## src/rtl/arb_pkg.sv

```systemverilog
// rtl/arb_pkg.sv - shared encodings and helpers for the arbitrated bus mux
package arb_pkg;

  localparam int ARB_FIXED = 0;
  localparam int ARB_RR    = 1;

  typedef enum logic {
    ST_EMPTY = 1'b0,
    ST_FULL  = 1'b1
  } state_t;

  // Bits needed to index n items; never less than one so selects stay legal.
  function automatic int clog2(input int n);
    int r;
    r = 0;
    for (int i = 0; i < 31; i++) begin
      if ((1 << i) < n) r = i + 1;
    end
    if (r < 1) r = 1;
    return r;
  endfunction

endpackage

```

## src/rtl/rr_arbiter.sv

```systemverilog
// rtl/rr_arbiter.sv - winner selection, fixed highest-index or round-robin from ptr
module rr_arbiter
  import arb_pkg::*;
#(
  parameter int NUM_CH  = 4,
  parameter int RR_MODE = ARB_FIXED,
  localparam int SELW   = clog2(NUM_CH)
) (
  input  logic [NUM_CH-1:0] req,
  input  logic [SELW-1:0]   ptr,
  output logic [NUM_CH-1:0] grant,
  output logic [SELW-1:0]   idx
);

  int   cand;
  logic found;

  // Pick exactly one requester; grant and idx are unconditioned by load.
  always_comb begin
    grant = '0;
    idx   = '0;
    cand  = 0;
    found = 1'b0;
    if (RR_MODE == ARB_RR) begin
      // Walk upward from ptr with wrap; ptr < 2**SELW < 2*NUM_CH so one fold suffices.
      for (int k = 0; k < NUM_CH; k++) begin
        cand = int'(ptr) + k;
        if (cand >= NUM_CH) cand = cand - NUM_CH;
        if (!found && req[cand]) begin
          found       = 1'b1;
          grant[cand] = 1'b1;
          idx         = SELW'(cand);
        end
      end
    end else begin
      // Ascending scan, later hits override, so the highest index wins.
      for (int i = 0; i < NUM_CH; i++) begin
        if (req[i]) begin
          grant    = '0;
          grant[i] = 1'b1;
          idx      = SELW'(i);
        end
      end
    end
  end

endmodule

```

## src/rtl/arb_bus_mux.sv

```systemverilog
// rtl/arb_bus_mux.sv - arbitrated N-channel mux into a single-entry output register
module arb_bus_mux
  import arb_pkg::*;
#(
  parameter int NUM_CH  = 4,
  parameter int DW      = 8,
  parameter int RR_MODE = ARB_FIXED,
  localparam int SELW   = clog2(NUM_CH)
) (
  input  logic                 clk,
  input  logic                 rst_n,
  input  logic [NUM_CH-1:0]    req,
  input  logic [NUM_CH*DW-1:0] data_in,
  output logic [NUM_CH-1:0]    gnt,
  output logic                 out_valid,
  input  logic                 out_ready,
  output logic [DW-1:0]        out_data,
  output logic [SELW-1:0]      out_sel
);

  state_t            state_q, state_d;
  logic [SELW-1:0]   ptr_q;
  logic [SELW-1:0]   win_idx;
  logic [NUM_CH-1:0] win_grant;
  logic [DW-1:0]     win_data;
  logic              load;

  assign out_valid = (state_q == ST_FULL);

  // The register accepts a word when empty or being drained this cycle; rst_n
  // gating keeps gnt quiet while reset is held.
  assign load = rst_n & (|req) & (~out_valid | out_ready);
  assign gnt  = load ? win_grant : '0;

  rr_arbiter #(
    .NUM_CH  (NUM_CH),
    .RR_MODE (RR_MODE)
  ) u_arb (
    .req   (req),
    .ptr   (ptr_q),
    .grant (win_grant),
    .idx   (win_idx)
  );

  // One-hot AND-OR mux of the winning channel's data.
  always_comb begin
    win_data = '0;
    for (int i = 0; i < NUM_CH; i++) begin
      if (win_grant[i]) win_data = data_in[i*DW +: DW];
    end
  end

  // State register.
  always_ff @(posedge clk or negedge rst_n) begin
    if (!rst_n) state_q <= ST_EMPTY;
    else        state_q <= state_d;
  end

  // Next state: a load always leaves us FULL, a drain without load empties.
  always_comb begin
    state_d = state_q;
    case (state_q)
      ST_EMPTY: if (load) state_d = ST_FULL;
      ST_FULL: begin
        if (load)           state_d = ST_FULL;
        else if (out_ready) state_d = ST_EMPTY;
      end
      default: state_d = ST_EMPTY;
    endcase
  end

  // Output word, source index and round-robin pointer update only on load.
  always_ff @(posedge clk or negedge rst_n) begin
    if (!rst_n) begin
      out_data <= '0;
      out_sel  <= '0;
      ptr_q    <= '0;
    end else if (load) begin
      out_data <= win_data;
      out_sel  <= win_idx;
      if (RR_MODE == ARB_RR) begin
        if (int'(win_idx) == NUM_CH - 1) ptr_q <= '0;
        else                             ptr_q <= win_idx + SELW'(1);
      end
    end
  end

endmodule
```

## config.mk

```make
export PLATFORM = sky130hd
export DESIGN_NAME = arb_bus_mux
export DESIGN_NICKNAME = d
export VERILOG_FILES = /design/src/rtl/arb_pkg.sv /design/src/rtl/rr_arbiter.sv /design/src/rtl/arb_bus_mux.sv
export SDC_FILE = /design/constraint.sdc
export NUM_CORES = 1
export LEC_CHECK = 0
export BUFFER_PORTS_ARGS = -buffer_cell sky130_fd_sc_hd__buf_2
export CORE_MARGIN = 2
export CORE_UTILIZATION = 36
export DETAILED_ROUTE_END_ITERATION = 16
export PLACE_DENSITY = 0.8
export SYNTH_ARGS = -nofsm -noshare
export SYNTH_HDL_FRONTEND = slang
export SYNTH_SLANG_ARGS = --single-unit
```

## constraint.sdc

```tcl
create_clock -name clk -period 1.2 [get_ports clk]
set_clock_uncertainty 0.15 [all_clocks]
set_input_delay 0.06 -clock clk [delete_from_list [all_inputs] [get_ports clk]]
set_output_delay 0.06 -clock clk [all_outputs]
set_load 0.01 [all_outputs]
```

### Word-level counts from Yosys, hierarchy flattened

Index checks and enable logic that the tools add are counted.

| word-level totals | value |
|---|---|
| flip-flop bits (word level) | 11 |
| input port bits | 39 |
| output and inout bits | 15 |
| logic and storage cells | 24 |

| cells by class | value |
|---|---|
| mux-type cells | 16 |
| bitwise logic cells | 4 |
| reductions and logical operators | 1 |

Operator list:

| cell | count |
|---|---|
| two-way mux 8 bit | 4 |
| two-way mux 4 bit | 2 |
| two-way mux 2 bit | 3 |
| two-way mux 1 bit | 5 |
| OR reduction 4 bit | 1 |
| two-way mux 3 bit | 1 |
| AND 1 bit | 2 |
| case mux 1 bit (2 select lines) | 1 |
| NOT 1 bit | 1 |
| bitwise OR 1 bit | 1 |

### Longest topological paths before layout

| depth | value |
|---|---|
| word-level depth | 8 |
| mapped depth | 5 |
| depth with buffers taken out | 3 |

### Hierarchy

Synthesis repeated with hierarchy kept, for this count alone.

| unflattened totals | value |
|---|---|
| cell total of the unflattened synthesis | 75 |
| area, all modules | 726.9 um^2 |

Modules (own cells, without submodules):

| module | instances | cells an instance | area each (um^2) | sequential area each (um^2) |
|---|---|---|---|---|
| arb_bus_mux | 1 | 67 | 675.6 | 275.3 |
| rr_arbiter | 1 | 8 | 51.3 | 0.0 |

### Worst setup path before layout

OpenSTA, ideal clock, no wires.

| path | value |
|---|---|
| path type | register -> output |
| from | register state_q, in the netlist out_valid |
| to | output gnt[2] |
| data arrival time | 1.191 ns |
| required time | 0.990 ns |
| setup slack | -0.201 ns |
| cell stages (with the launch flop) | 5 |
| path buffers | 1 |
| cells stage by stage | dfrtp_1 nand2b_1 clkbuf_1 nand2_1 nor3_1 |

| between the ends | value |
|---|---|
| word-level cells in the longest chain between the ends | 4 |

RTL lines:

| item | RTL line | RTL |
|---|---|---|
| start, declared | arb_bus_mux.sv:21 | `state_t state_q, state_d;` |
| start signal, assigned | arb_bus_mux.sv:56 | `else state_q <= state_d;` |
| NOT 1 bit | n/a |  |
| bitwise OR 1 bit | arb_bus_mux.sv:32 | `assign load = rst_n & (\|req) & (~out_valid \| out_ready);` |
| AND 1 bit | arb_bus_mux.sv:32 |  |
| two-way mux 4 bit | arb_bus_mux.sv:33 | `assign gnt = load ? win_grant : '0;` |
| end, declared | arb_bus_mux.sv:14 | `output logic [NUM_CH-1:0] gnt,` |

Every way passes these cells.

### Worst setup path after layout

| path | value |
|---|---|
| from | register state_q, in the netlist out_valid |
| to | output gnt[3] |

The elaborated chain is that of the path after synthesis.

==> impl_metrics.json <==
{
  "yosysSeqAreaShare": 0.3560,
  "dieWidth_um": 50.35,
  "p_leak_nw": 0.7014,
  "tightest_slew_ns": 0.3693,
  "crit_end": "gnt[3]",
  "die_h_um": 50.35,
  "nets": 215,
  "hpwl_mm": 1.913,
  "wire_per_inst_um": 18.35,
  "insertion_delay_ns": 0.29,
  "cp_data_arrival_time_ns": 1.25,
  "crit_type": "reg -> out",
  "yosysTopAreaCell": "dfrtp_1",
  "grt_pass1_wl_mm": 4.892,
  "antenna_left": 0,
  "firstDrtPassIters": 4,
  "relSlewSlack": 0.7527,
  "cts_tree": "done",
  "io_buffer_count": 53,
  "antenna_cells": 0,
  "synthTopCellsByArea": "dfrtp_1 36%, a31oi_1 15%, a22o_1 9.1%",
  "p_int_uw": 854.3,
  "dpl_worst_slack_ns": -0.2306,
  "vias": 1148,
  "place.gp.congestion": 0.7938,
  "p_clk_frac": 0.208,
  "numClockSinks": 11,
  "num_rows": 16,
  "area_growth_pct": 97.41,
  "power.density_nw_per_um2": 882.3,
  "grt_pass1_vias": 1053,
  "synth_top_cells_by_count": "18 x a31oi_1, 12 x nand2_1, 11 x dfrtp_1, 9 x a21oi_1, 9 x inv_1",
  "cts-buffers-inserted": 3,
  "ys_async_sr_fraction": 1.000,
  "irDropWorstVdd_v": 0.0005758,
  "synth_warnings": 0,
  "reg2regPathDepth": 6,
  "pin_count": 54,
  "p_comb_frac": 0.432,
  "hold_violations": 0,
  "viasPerCell": 5.683,
  "drc": 0,
  "crit_required_ns": 0.99,
  "drv_cap": 0,
  "grt.total_usage": 0.2575,
  "ys_seq_elements": 11,
  "clkTransAtPathRegs_ns": 0.08,
  "cts_max_path_buffers": 2,
  "core_um2": 2002,
  "routed_wirelength_mm": 3.706,
  "initial_core_util": 0.3863,
  "seq_power_share": 0.360,
  "startpoint": "out_valid",
  "worst_r2r_endpoint": "out_data[7]",
  "synth-edff-count": 0,
  "hold_class": "in -> reg",
  "timing.hold.ws_ns": 0.02841,
  "grt_max_degree": 22,
  "drive_gt1_frac": 0.5543,
  "grt-ovfl-total": 0,
  "worstSetupStartpointType": "flop",
  "violations": "negative setup slack",
  "setup_viol": 14,
  "clockRootBuffer": "clkbuf_4",
  "synth.cell_area_um2": 773.2,
  "reg2reg_slack_ns": -0.20,
  "crit_fanout": 4,
  "status": "finished with violations",
  "yosysUniqueCellTypes": 20,
  "antenna_found_initial": 0,
  "worst_setup_path_end_kind": "primary output",
  "yosysMostFrequentCell": "a31oi_1",
  "finalWorstSetupSlack_ns": -0.2567,
  "syn-num-nets": 134,
  "rsz0062_at_grt": "true",
  "fin_crit_ns": 1.457,
  "drv_slew": 0,
  "timing.rr.start": "out_valid",
  "min_period_over_period": 1.214,
  "switching_share": 0.3657,
  "syn_inst": 95,
  "htree_levels": 1,
  "first_iter_violations": 54,
  "synth_top_area_share": 0.3560,
  "dieArea_um2": 2535,
  "fmax_mhz": 686.5,
  "ys.flop_type": "dfrtp_1",
  "p_sw_uw": 492.5,
  "syn_area_per_cell_um2": 8.139,
  "hold_depth": 4
}
-- kinds of logic (layout without fill, tap and decap cells) --
group,Yosys count,in the layout,synth area share
compound gates,37,37,0.3172
simple gates,29,29,0.2249
flops,11,11,0.3560
buf+inv,18,98,0.1019
-- layout make-up --
cell class | instances | area (um^2)
Multi-Input combinational cell | 66 | 580.6
Timing Repair Buffer | 85 | 576.8
Fill cell | 130 | 475.5
Sequential cell | 11 | 275.3
Inverter | 9 | 33.78
Tap cell | 27 | 33.78
Clock buffer | 4 | 26.28
-- layout by cell type (no fill, tap or decap), drive strengths merged --
cell type | netlist | routed
buf | 5 | 73
a31oi | 18 | 18
dlygate4sd3 | 0 | 12
nand2 | 12 | 12
dfrtp | 11 | 11
a21oi | 11 | 11
inv | 9 | 9
nand3b | 8 | 8
a22o | 8 | 8
clkbuf | 4 | 4
nor2 | 2 | 2
and3 | 2 | 2
nand2b | 1 | 1
nor3 | 1 | 1
nor4b | 1 | 1
or4 | 1 | 1
and2 | 1 | 1
-- layer usage --
layer,share of wire,routed length (um),GRT usage
met1,0.37,1371,0.3134
met2,0.49,1813,0.4211
met3,0.10,386,0.04762
met4,0.036,135,0.1532
met5,0,0,0
-- power by group through the flow --
| stage | Clock, mW | Sequential, mW | Combinational (mW) |
|---|---|---|---|
| 3_5_place_dp | 0 | 0.472 | 0.431 |
| 3_3_place_gp | 0 | 0.468 | 0.416 |
| 4_1_cts | 0.251 | 0.466 | 0.489 |
| 6_report | 0.281 | 0.485 | 0.581 |
| 2_1_floorplan | 0 | 0.497 | 0.193 |
| 5_1_grt | 0.292 | 0.488 | 0.611 |
-- what timing repair did --
action / CTS / global route
buffers inserted: 5 / 2
hold buffers: 12 / 0
endpoints found under the setup margin: 10 / 14
pin swaps: 10 / 2
hold endpoints to repair: 19 / 0
gates resized for setup: 8 / 17
-- sequential cells by signal (all words and copies together) (netlist names) --
signal / count
out_data: 8
out_sel: 2
out_valid: 1
-- worst max-delay path, stage by stage (launching register included) --
cell and delay, ns:
dfrtp_1 0.42, nand2b_4 0.10, buf_6 0.12, and3_1 0.17, buf_2 0.15
-- worst min path at each step --
| stage | slack, ns | endpoint | startpoint |
|---|---|---|---|
| finish | 0.03 | out_data[5] | data_in[29] |
| global route | 0.03 | out_data[5] | data_in[29] |
| CTS | 0.03 | out_data[3] | data_in[27] |
| detailed placement | -0.25 | out_valid | rst_n |
| global placement | -0.25 | out_valid | rst_n |
| floorplan | -0.39 | out_data[0] | rst_n |
-- through the flow --
step	utilization	area [um^2]	setup TNS [ns]	total power, mW	instances
after floorplan	-	840.8	-0.2372	0.6896	95
after global placement	0.6113	1224	-1.879	0.8835	182
after detailed placement	0.6113	1224	-2.142	0.9028	182
after CTS	0.7119	1425	-2.017	1.206	202
after global routing	0.7625	1526	-2.630	1.391	202
final	0.7625	1526	-2.272	1.347	202
Power figures use the tool's default switching activity.
